[src/rtl/branch_resolve_unit.sv]
// Branch/jump resolution with a 2-bit saturating BHT, one-cycle registered flush
// and saturating branch / misprediction counters.
module branch_resolve_unit #(
    parameter int XLEN        = 32,
    parameter int BHT_ENTRIES = 16,
    parameter int CNT_W       = 16
) (
    input  logic             clk,
    input  logic             rst,
    input  logic [XLEN-1:0]  if_pc,
    output logic             if_pred_taken,
    input  logic             ex_valid,
    input  logic             ex_stall,
    input  logic             ex_branch,
    input  logic             ex_jump,
    input  logic             ex_jalr,
    input  logic [2:0]       ex_funct3,
    input  logic [XLEN-1:0]  ex_rs1,
    input  logic [XLEN-1:0]  ex_rs2,
    input  logic [XLEN-1:0]  ex_pc,
    input  logic             ex_pred_taken,
    output logic             redirect,
    output logic [1:0]       pc_src,
    output logic             flush_q,
    output logic [CNT_W-1:0] branch_cnt,
    output logic [CNT_W-1:0] mispred_cnt
);
    localparam int IDX_W = $clog2(BHT_ENTRIES);

    logic [1:0]       r_bht [BHT_ENTRIES];
    logic             r_flush_q;
    logic [CNT_W-1:0] r_branch_cnt;
    logic [CNT_W-1:0] r_mispred_cnt;

    logic             w_act;
    logic             w_taken;
    logic             w_train;
    logic             w_redirect;
    logic [1:0]       w_pc_src;
    logic [IDX_W-1:0] w_if_idx;
    logic [IDX_W-1:0] w_ex_idx;
    logic             w_unused;

    assign w_if_idx = if_pc[IDX_W+1:2];
    assign w_ex_idx = ex_pc[IDX_W+1:2];
    assign w_unused = ^{if_pc, ex_pc};

    // Anything in EX while the flush pulse is high is wrong-path and ignored.
    assign w_act   = ex_valid & ~ex_stall & ~r_flush_q;
    assign w_train = w_act & ex_branch & ~ex_jump;

    always_comb begin
        w_taken = 1'b0;
        case (ex_funct3)
            3'b000:  w_taken = (ex_rs1 == ex_rs2);
            3'b001:  w_taken = (ex_rs1 != ex_rs2);
            3'b100:  w_taken = ($signed(ex_rs1) <  $signed(ex_rs2));
            3'b101:  w_taken = ($signed(ex_rs1) >= $signed(ex_rs2));
            3'b110:  w_taken = (ex_rs1 <  ex_rs2);
            3'b111:  w_taken = (ex_rs1 >= ex_rs2);
            default: w_taken = 1'b0;
        endcase
    end

    always_comb begin
        w_redirect = 1'b0;
        w_pc_src   = 2'b00;
        if (w_act) begin
            if (ex_jump) begin
                w_redirect = 1'b1;
                w_pc_src   = ex_jalr ? 2'b10 : 2'b01;
            end else if (ex_branch) begin
                if (w_taken && !ex_pred_taken) begin
                    w_redirect = 1'b1;
                    w_pc_src   = 2'b01;
                end else if (!w_taken && ex_pred_taken) begin
                    w_redirect = 1'b1;
                    w_pc_src   = 2'b11;
                end
            end
        end
    end

    // Each entry owns its own register so every entry can reset to weak-NT.
    generate
        for (genvar gi = 0; gi < BHT_ENTRIES; gi++) begin : g_bht
            always_ff @(posedge clk) begin
                if (rst) begin
                    r_bht[gi] <= 2'b01;
                end else if (w_train && (w_ex_idx == IDX_W'(gi))) begin
                    if (w_taken && r_bht[gi] != 2'b11)
                        r_bht[gi] <= r_bht[gi] + 2'b01;
                    else if (!w_taken && r_bht[gi] != 2'b00)
                        r_bht[gi] <= r_bht[gi] - 2'b01;
                end
            end
        end
    endgenerate

    always_ff @(posedge clk) begin
        if (rst) begin
            r_flush_q     <= 1'b0;
            r_branch_cnt  <= '0;
            r_mispred_cnt <= '0;
        end else begin
            r_flush_q <= w_redirect;
            if (w_train && r_branch_cnt != {CNT_W{1'b1}})
                r_branch_cnt <= r_branch_cnt + 1'b1;
            if (w_redirect && r_mispred_cnt != {CNT_W{1'b1}})
                r_mispred_cnt <= r_mispred_cnt + 1'b1;
        end
    end

    assign if_pred_taken = r_bht[w_if_idx][1];
    assign redirect      = w_redirect;
    assign pc_src        = w_pc_src;
    assign flush_q       = r_flush_q;
    assign branch_cnt    = r_branch_cnt;
    assign mispred_cnt   = r_mispred_cnt;
endmodule

[config.mk]
export PLATFORM = sky130hd
export DESIGN_NAME = branch_resolve_unit
export DESIGN_NICKNAME = d
export VERILOG_FILES = /design/src/rtl/branch_resolve_unit.sv
export SDC_FILE = /design/constraint.sdc
export NUM_CORES = 1
export LEC_CHECK = 0
export CAP_MARGIN = 20
export CORE_MARGIN = 2
export CORE_UTILIZATION = 48
export DETAILED_ROUTE_END_ITERATION = 6
export HOLD_SLACK_MARGIN = 0.1
export PLACE_DENSITY = 0.92
export SLEW_MARGIN = 20
export SYNTH_ARGS = -nofsm -noshare
export SYNTH_HDL_FRONTEND = slang
export SYNTH_SLANG_ARGS = --single-unit
[constraint.sdc]
create_clock -name clk -period 10.2 [get_ports clk]
set_input_delay 3.06 -clock clk [delete_from_list [all_inputs] [get_ports clk]]
set_output_delay 3.06 -clock clk [all_outputs]
set_load 0.02 [all_outputs]
==> summary.md, run 1 <==
| Metric | Value |
|---|---|
| Die height | 111 um |
| Overall Global Routing Usage | 25.9% |
| Routed vias/inst | 6.29 |
| Initial antenna violation count | 0 |
| Starting Density | 49.8% |
| Starting DRT DRC Count | 699 |
| Clock Latency Late Sink | 0.34 ns |
| Minimum clock period | 9.90 ns |
| CTS tree | done |
| Reg clk slew, reported paths | 0.06 ns |
| Max-Cap Viols | 0 |
| Final setup TNS | 0 ns |
| Die X | 111 um |
| Number of global-route vias before repair | 5719 |
| Die ar. | 12200 sq um |
| Worst Hold Class | register to register |
| Rows | 38 |
| Detailed placement HPWL | 11600 um |
| Static Leak | 2.76 nW |
| Status | finished clean |
| First-pass GRT wire length | 26600 um |
| Post-Syn Area | 5450 sq um |
| Yosys warnings | 0 |
| Critical Path AT | 6.84 ns |
| DR DRC count | 0 |
| Fin util | 64.6% |
| Actual slew at the worst max-slew pin | 1.00 ns |
| Total Wirelength | 16000 um |
| Req. time, crit path | 7.14 ns |
| Largest net degree at the start of global routing | 51 |
| Clk buf depth | 2 |
| Via count of the routed design | 5583 |
| Mean Syn Cell Area | 8.59 sq um |
| Primary FF master, synth | dfxtp_1 |
| Unrepaired setup endpoints after global routing | no |
| Syn Inst Count | 634 |
| N_diodes | 0 |
| # IOs | 176 |
| Seq/Total Area, Yosys | 29.8% |
| Tcrit/Tclk final | 97.0% |
| Post-synth EDFFs | 32 |
| Relative slew margins | 32.9% |
| TritonCTS Sinks | 65 |
| Cell variety after synth | 56 |
| Core area | 10900 sq um |
| Grt total ovfl | 0 |
| Crit Path Category | primary input to output port |
| FFs w/ async S/R, synth | 0% |
| Endpoint class of the critical path | output port |
| Share of cells above drive strength 1 | 5.61% |
| Nets | 947 |
| Worst setup SP type | primary input |
| Final Max Slew Viols | 0 |
| Setup violations, final | 0 |
| Postcts setup bufs | 0 |
| Htree depth | 3 |
| Routed length per instance | 18.0 um |
| Max Freq | 101 MHz |
| Power density over cell area | 105 nW/um^2 |
| Post-synthesis net count | 838 |
| Fill cells | 864 |
| Register bit total from synthesis | 65 |
| CTS root buf | clkbuf_16 |
| CP max FO | 6 |
| Pre-antenna DRT Iters | 6 |
| Num CTS Buffers | 9 |
| ANT nets after route | 0 |
| Maximum VDD drop | 0.0886 mV |
| Clk_skew | 0.00415 ns |
| GP Congestion | 0.897 |
| Final Hold Viols | 0 |
| Buffers on Ports | 119 |
| Syn-to-layout area delta | 29.7% |
==> final cells by class <==
type | instances | area, sq um | area share [%]
sequential | 65 | 1620 | 23.0
timing repair buffer | 128 | 1260 | 17.9
multi-input combinational | 460 | 3410 | 48.3
clock inverter | 5 | 35.0 | 0.496
inverter | 79 | 297 | 4.20
tap | 140 | 175 | 2.48
clock buffer | 11 | 264 | 3.74
==> cells in the final DEF (no fill, tap or decap), types with 4 or more instances in the layout <==
cell             count
a2111o_1            12
a21oi_1             35
a311o_1             16
a31oi_1              7
and3_1               5
buf_4                9
clkbuf_16           10
clkdlybuf4s50_1    118
dfxtp_1             33
edfxtp_1            32
ha_1                65
inv_1               79
mux4_2               5
nand2_1             42
nand3_1             27
nand4_1             40
nor2_1              55
nor2b_1             23
nor3_1              16
nor3b_1              4
nor4_1               4
o211ai_1             5
o21ai_0              6
o311ai_0             7
o31a_1              10
o31ai_1              5
or3_1                7
xnor2_1             14
xor2_1              11
==> per-stage QoR <==
step | hold slack, ns | cell area (sq um) | power (mW) | instances | setup WS, ns
3_5_place_dp | 0.536 | 6760 | 0.431 | 872 | 0.0412
4_1_cts | 0.549 | 7060 | 0.734 | 888 | 0.0201
6_report | 0.549 | 7060 | 0.738 | 888 | 0.303
3_3_place_gp | 0.514 | 6760 | 0.422 | 872 | 0.244
2_1_floorplan | 0.582 | 5450 | 0.368 | 634 | 1.02
5_1_grt | 0.574 | 7060 | 0.762 | 888 | 0.0802
==> final timing paths <==
path / from / endpoint / slack [ns] / cells past startpoint
setup / recovery: ex_rs2[27] / redirect / 0.30 / 15
hold / removal: branch_cnt[9] / branch_cnt[9] / 0.55 / 2
setup reg to reg: flush_q / r_bht[5][0] / 7.23 / 5
hold reg to reg: branch_cnt[9] / branch_cnt[9] / 0.55 / 2
==> repair_timing <==
action	CTS	global route
resized for setup	0	3
hold buffers	0	0
endpoints found under the setup margin	0	2
==> cell usage after synthesis (all sizes together), types with 4 or more instances <==
cell type	count	share of area [%]
edfxtp	32	18
a2111o	12	2.5
nand2	42	2.9
a311o	16	2.9
nor4	5	0.85
o211ai	5	0.69
nor2	55	3.8
buf	10	0.99
ha	65	15
nor2b	23	2.6
nor3	19	2.0
a311oi	4	0.76
xnor2	14	2.3
o31a	10	1.6
a21oi	35	3.2
and3	5	0.57
or3	7	0.80
o31ai	5	0.69
o311ai	8	1.3
nand4	43	5.4
o21ai	7	0.64
a31oi	7	0.80
dfxtp	33	12
clkbuf	20	1.4
xor2	11	1.8
inv	79	5.4
nand3	27	2.5
mux4	5	2.1
nor3b	4	0.55
==> logic make-up (layout without fill, tap and decap cells) <==
kind of cell | after synthesis | after routing | synth area share [%]
mux | 8 | 8 | 2.62
buf+inv | 109 | 223 | 7.83
fa+ha+maj | 65 | 65 | 14.9
xor+xnor | 25 | 25 | 4.02
compound gates | 121 | 121 | 17.2
simple gates | 241 | 241 | 23.7
flops | 65 | 65 | 29.8
==> flip-flops by register name, summed over array words and instances (netlist names) <==
| register | cells |
|---|---|
| branch_cnt | 16 |
| r_bht | 32 |
| mispred_cnt | 16 |
| flush_q | 1 |
==> layer usage <==
layer / track usage [%] / share of wire, % / wire, um / vias up
li1: - / - / - / 2550
met1: 32.0 / 38 / 6090 / 2628
met2: 44.6 / 50 / 8010 / 345
met3: 3.84 / 8.7 / 1400 / 60
met4: 11.6 / 3.0 / 478 / 0
met5: 0 / 0 / 0 / -
==> power by group <==
group | internal, mW | switching [mW] | total (mW)
combinational | 0.0681 | 0.0811 | 0.149
clock | 0.187 | 0.123 | 0.309
sequential | 0.277 | 0.00324 | 0.280
total | 0.531 | 0.207 | 0.738
==> worst max-delay path, stage by stage <==
cell and delay, ns:
clkdlybuf4s50_1 0.45, inv_1 0.05, ha_1 0.36, nand4_4 0.16, nor4_4 0.37, and3_1 0.26
a211oi_2 0.15, or3_1 0.41, nor3_2 0.18, inv_1 0.10, ha_1 0.29, nor2b_1 0.15
o21ai_2 0.11, inv_1 0.13, clkdlybuf4s50_1 0.61
Note: power is estimated with default switching activity, not from simulation.
==> inputs of run 2 (changes only) <==
--- a/config.mk
+++ b/config.mk
@@ -12,2 +12,3 @@
 export HOLD_SLACK_MARGIN = 0.1
+export MAX_ROUTING_LAYER = met4
 export PLACE_DENSITY = 0.92
==> constraint.sdc (replaced) <==
create_clock -name clk -period 10.72 [get_ports clk]
set_input_delay 2.144 -clock clk [delete_from_list [all_inputs] [get_ports clk]]
set_output_delay 2.144 -clock clk [all_outputs]
set_load 0.02 [all_outputs]
==> run 2 against run 1 <==
Wire length decreased by 1.3%; sequential share of layout area barely moved; count of clock-buffer cells in the layout unchanged; sequential power decreased by 5%; hold slack gained 0.0027 ns; via count decreased by 1.9%; worst setup slack improved by 1.5 ns; clock power hardly changed; flip-flop and latch count stayed put.
==> summary.md, run 2 (same netlist as run 1, synthesis figures left out) <==
| Metric | Value |
|---|---|
| Status | finished clean |
| Hold_buf cts | 0 |
| Worst Hold Depth | 2 |
| Share of cells above drive strength 1 | 4.97% |
| Endpoint class of the critical path | output port |
| CP max stage cell | or3_1 |
| Clk_skew | 0.00798 ns |
| Max-Cap Viols | 0 |
| Overall Global Routing Usage | 26.4% |
| Buffers on Ports | 119 |
| Htree depth | 3 |
| Req. time, crit path | 8.58 ns |
| Post-CTS sizing | 0 |
| Die height | 111 um |
| Worst setup SP type | primary input |
| # IOs | 176 |
| Actual slew at the worst max-slew pin | 0.981 ns |
| Minimum clock period | 8.91 ns |
| Clk buf depth | 2 |
| Rows | 38 |
| Worst Hold Class | register to register |
| Starting DRT DRC Count | 484 |
| ANT nets after route | 0 |
| CTS root buf | clkbuf_16 |
| Num CTS Buffers | 9 |
| Leading cell type in the layout, fill and taps excluded | clkdlybuf4s50_1 |
| Static Leak | 2.73 nW |
| First-pass GRT wire length | 26400 um |
| Die ar. | 12200 sq um |
| Fill cells | 849 |
| Nets | 944 |
| Die X | 111 um |
| Relative slew margins | 34.4% |
| Stages on worst setup path | 16 |
| Clock Latency Late Sink | 0.34 ns |
| Postcts setup bufs | 0 |
| Via count of the routed design | 5478 |
| CTS tree | done |
| Grt total ovfl | 0 |
| Max Freq | 112 MHz |
| Hold slack final | 0.552 ns |
| Total Wirelength | 15800 um |
| Initial antenna violation count | 0 |
| Final Max Slew Viols | 0 |
| Routed length per instance | 17.8 um |
| Sum of buffers and inverters on the critical path | 6 |
| Largest Register | r_bht |
| Starting Density | 49.8% |
| Max reg flops | 32 |
| Detailed placement HPWL | 11400 um |
| Reg2reg path depth | 5 |
| Reg clk slew, reported paths | 0.05 ns |
| Setup crit start | ex_rs2[31] |
| Crit Path Category | primary input to output port |
| Multi-input logic area | 3410 sq um |
| Core area | 10900 sq um |
| Routed vias/inst | 6.19 |
| Max incr delay on CP | 0.68 ns |
| Tcrit/Tclk final | 83.1% |
| GP Congestion | 0.888 |
| Worst-path cell chain | clkdlybuf4s50_1 -> inv_1 -> ha_1 -> nand4_2 -> nor4_4 -> and3_1 -> a211oi_2 -> or3_1 -> nor3_2 -> buf_4 -> inv_1 -> ha_1 -> nor2b_1 -> o21ai_0 -> inv_1 -> clkdlybuf4s50_1 |
| Maximum VDD drop | 0.0827 mV |
| Syn-to-layout area delta | 29.4% |
| N_diodes | 0 |
| Critical path's top delay family | simple AND/OR/NAND/NOR gates |
| Pre-antenna DRT Iters | 5 |
| DR DRC count | 0 |
| Largest net degree at the start of global routing | 51 |
| Final setup TNS | 0 ns |
| TritonCTS Sinks | 65 |
| Critical Path AT | 6.76 ns |
| RR Startpoint | flush_q |
| Number of global-route vias before repair | 5621 |
| Unrepaired setup endpoints after global routing | no |
| Most frequent CP cell | inv_1 |
| CP max FO | 25 |
| HP Start | branch_cnt[5] |
| Storage element area | 1620 sq um |
| Power density over cell area | 102 nW/um^2 |
| Setup violations, final | 0 |
| Commonest cells after routing, fill and taps aside | 119 x clkdlybuf4s50_1, 79 x inv_1, 65 x ha_1, 55 x nor2_1, 42 x nand2_1 |
| Final Hold Viols | 0 |
[run 2: cell types whose count changed in the layout (fill, tap and decap cells not counted), sizes merged]
cell           previous run  this run
buf                       9         6
clkinv                    3         1
dlymetal6s2s              1         0
inv                      81        82
clkdlybuf4s50           118       119
bufinv                    0         1
[run 2: layout make-up]
type                            instances  area share, %
Clock inverter                          5          0.852
Inverter                               79           4.21
Clock buffer                           11           3.60
Multi-Input combinational cell        460           48.3
Sequential cell                        65           23.0
Tap cell                              140           2.48
Timing Repair Buffer                  125           17.5
[run 2: power breakdown]
| group | internal (mW) | switching, mW |
|---|---|---|
| logic | 0.0638 | 0.0764 |
| registers | 0.263 | 0.00313 |
| clock network | 0.196 | 0.116 |
[run 2: worst paths after layout]
kind	to	slack (ns)
min reg2reg	branch_cnt[5]	0.55
min	branch_cnt[5]	0.55
max	redirect	1.81
max reg2reg	r_bht[7][1]	7.77
[run 2: metrics by stage]
stage / utilization (%) / power [mW] / setup WS, ns / cells / cell area, sq um
floorplan: - / 0.350 / 3.37 / 634 / 5450
global placement: 61.6 / 0.401 / 2.04 / 869 / 6740
detailed placement: 61.6 / 0.408 / 1.95 / 869 / 6740
CTS: 64.5 / 0.717 / 1.91 / 885 / 7050
global route: 64.5 / 0.743 / 1.36 / 885 / 7050
finish: 64.5 / 0.719 / 1.81 / 885 / 7050
[run 2: metal layers]
layer / routed length (um) / vias up / global-route usage, %
met4: 505 / 0 / 11.1
met1: 6030 / 2563 / 30.8
met2: 7830 / 314 / 44.7
li1: - / 2546 / -
met5: 0 / - / -
met3: 1410 / 55 / 5.16
[run 2: worst reg2reg max path: cells and delay by family (launching register included)]
family	cells	cell delay, ns
simple gates	4	1.76
compound gates	1	0.52
flops	1	0.31
==> inputs of run 3 (changes only) <==
clock period = 8.2 ns   (was 10.72 ns; I/O delays follow)
==> run 3 against run 2 <==
Total power is 25% higher; count of clock-buffer cells in the layout shrank 1; register-to-register slack lost 2.5 ns; sequential power up 31%; clock power grew 18%; worst setup slack worse by 0.87 ns; critical path depth is 1 lower; global-route usage shrank 0.59 points; wire length down 0.44%.
==> summary.md, run 3 (same netlist as run 1, synthesis figures left out) <==
| Metric | Value |
|---|---|
| Status | finished clean |
| Power density over cell area | 128 nW/um^2 |
| ANT nets after route | 0 |
| Starting Density | 49.8% |
| Max-Cap Viols | 0 |
| Routed length per instance | 17.7 um |
| Highest Signal Layer | met4 |
| Post-CTS sizing | 0 |
| Commonest cells after routing, fill and taps aside | 119 x clkdlybuf4s50_1, 79 x inv_1, 65 x ha_1, 55 x nor2_1, 42 x nand2_1 |
| GP Congestion | 0.912 |
| Req. time, crit path | 6.56 ns |
| Sum of buffers and inverters on the critical path | 5 |
| Nets | 946 |
| DR DRC count | 0 |
| Setup violations, final | 0 |
| Via count of the routed design | 5490 |
| Worst setup SP type | primary input |
| Detailed placement HPWL | 11400 um |
| Final Max Slew Viols | 0 |
| Starting DRT DRC Count | 599 |
| TritonCTS Sinks | 65 |
| Max reg flops | 32 |
| Overall Global Routing Usage | 25.9% |
| Leading cell type in the layout, fill and taps excluded | clkdlybuf4s50_1 |
| Critical Path AT | 5.62 ns |
| Tcrit/Tclk final | 88.5% |
| Largest net degree at the start of global routing | 51 |
| Final setup TNS | 0 ns |
| Syn-to-layout area delta | 29.1% |
| Die height | 111 um |
| N_diodes | 0 |
| Hold_buf cts | 0 |
| Max Freq | 138 MHz |
| Met3 wire len | 1320 um |
| Reg clk slew, reported paths | 0.06 ns |
| CTS root buf | clkbuf_16 |
| Num CTS Buffers | 9 |
| Met2 WL | 7790 um |
| Max incr delay on CP | 0.56 ns |
| Unrepaired setup endpoints after global routing | no |
| # IOs | 176 |
| Routed vias/inst | 6.19 |
| Worst Hold Class | register to register |
| Endpoint class of the critical path | output port |
| Minimum clock period | 7.26 ns |
| Crit Path Category | primary input to output port |
| Worst-path cell chain | clkdlybuf4s50_1 -> inv_1 -> ha_1 -> nand4_2 -> nor3_2 -> a221oi_2 -> nor2_1 -> or3_1 -> nor3_2 -> inv_1 -> ha_1 -> nor2b_1 -> o21ai_0 -> inv_1 -> clkdlybuf4s50_1 |
| Rows | 38 |
| Final Hold Viols | 0 |
| Htree depth | 3 |
| Clk_skew | 0.00671 ns |
| Core area | 10900 sq um |
| Buffers on Ports | 119 |
| Maximum VDD drop | 0.104 mV |
| CP max FO | 6 |
| Fill cells | 853 |
| Clock Latency Late Sink | 0.33 ns |
| Grt total ovfl | 0 |
| CTS tree | done |
| Die X | 111 um |
| Clk buf depth | 2 |
| CP max stage cell | clkdlybuf4s50_1 |
| Static Leak | 2.73 nW |
| Largest Register | r_bht |
| Pre-antenna DRT Iters | 6 |
| Die ar. | 12200 sq um |
| Actual slew at the worst max-slew pin | 1.03 ns |
| Most frequent CP cell | inv_1 |
| Total power | 0.899 mW |
| Share of cells above drive strength 1 | 5.35% |
| Initial antenna violation count | 0 |
| Postcts setup bufs | 0 |
| WL met1 | 6080 um |
| Number of global-route vias before repair | 5697 |
| Critical path's top delay family | buffers and inverters |
| Relative slew margins | 31.4% |
| First-pass GRT wire length | 26100 um |
| Total Wirelength | 15700 um |
==> run 3: where the power goes <==
part           total (mW)  leakage (nW)  internal, mW  switching [mW]
Combinational       0.185          2.05        0.0842           0.100
Clock               0.367         0.139         0.213           0.153
Sequential          0.348         0.540         0.344         0.00411
==> run 3: metal layers <==
metal | up-vias | track usage, %
met2 | 309 | 44.1
met3 | 57 | 3.57
li1 | 2546 | -
met1 | 2578 | 30.5
met5 | - | -
met4 | 0 | 11.3
==> run 3: final timing paths <==
kind                            cells past startpoint  slack (ns)             to          start
worst max register to register                      5        5.28    r_bht[7][0]        flush_q
worst min register to register                      2        0.55  branch_cnt[5]  branch_cnt[5]
worst min-delay path                                2        0.55  branch_cnt[5]  branch_cnt[5]
worst max-delay path                               15        0.94       redirect     ex_rs2[31]
==> run 3: cell type report <==
class	instances	area (sq um)	area share, %
Clock buffer	10	239	3.40
Clock inverter	6	41.3	0.587
Inverter	79	297	4.22
Multi-Input combinational cell	460	3410	48.4
Sequential cell	65	1620	23.1
Tap cell	140	175	2.49
Timing Repair Buffer	127	1250	17.8
==> run 3: worst min-delay path: stages, from the launching register on <==
cell     delay (ns)
dfxtp_1        0.35
o21ai_0        0.09
a21oi_1        0.06
==> run 3: per-stage QoR <==
| stage | hold slack, ns | instance area [sq um] | instances | setup WS, ns | utilization (%) |
|---|---|---|---|---|---|
| 2_1_floorplan | 0.582 | 5450 | 634 | 1.86 | - |
| 3_3_place_gp | 0.514 | 6750 | 871 | 1.07 | 61.7 |
| 3_5_place_dp | 0.536 | 6750 | 871 | 1.02 | 61.7 |
| 4_1_cts | 0.551 | 7030 | 887 | 1.00 | 64.3 |
| 5_1_grt | 0.579 | 7030 | 887 | 0.762 | 64.3 |
| 6_report | 0.546 | 7030 | 887 | 0.945 | 64.3 |
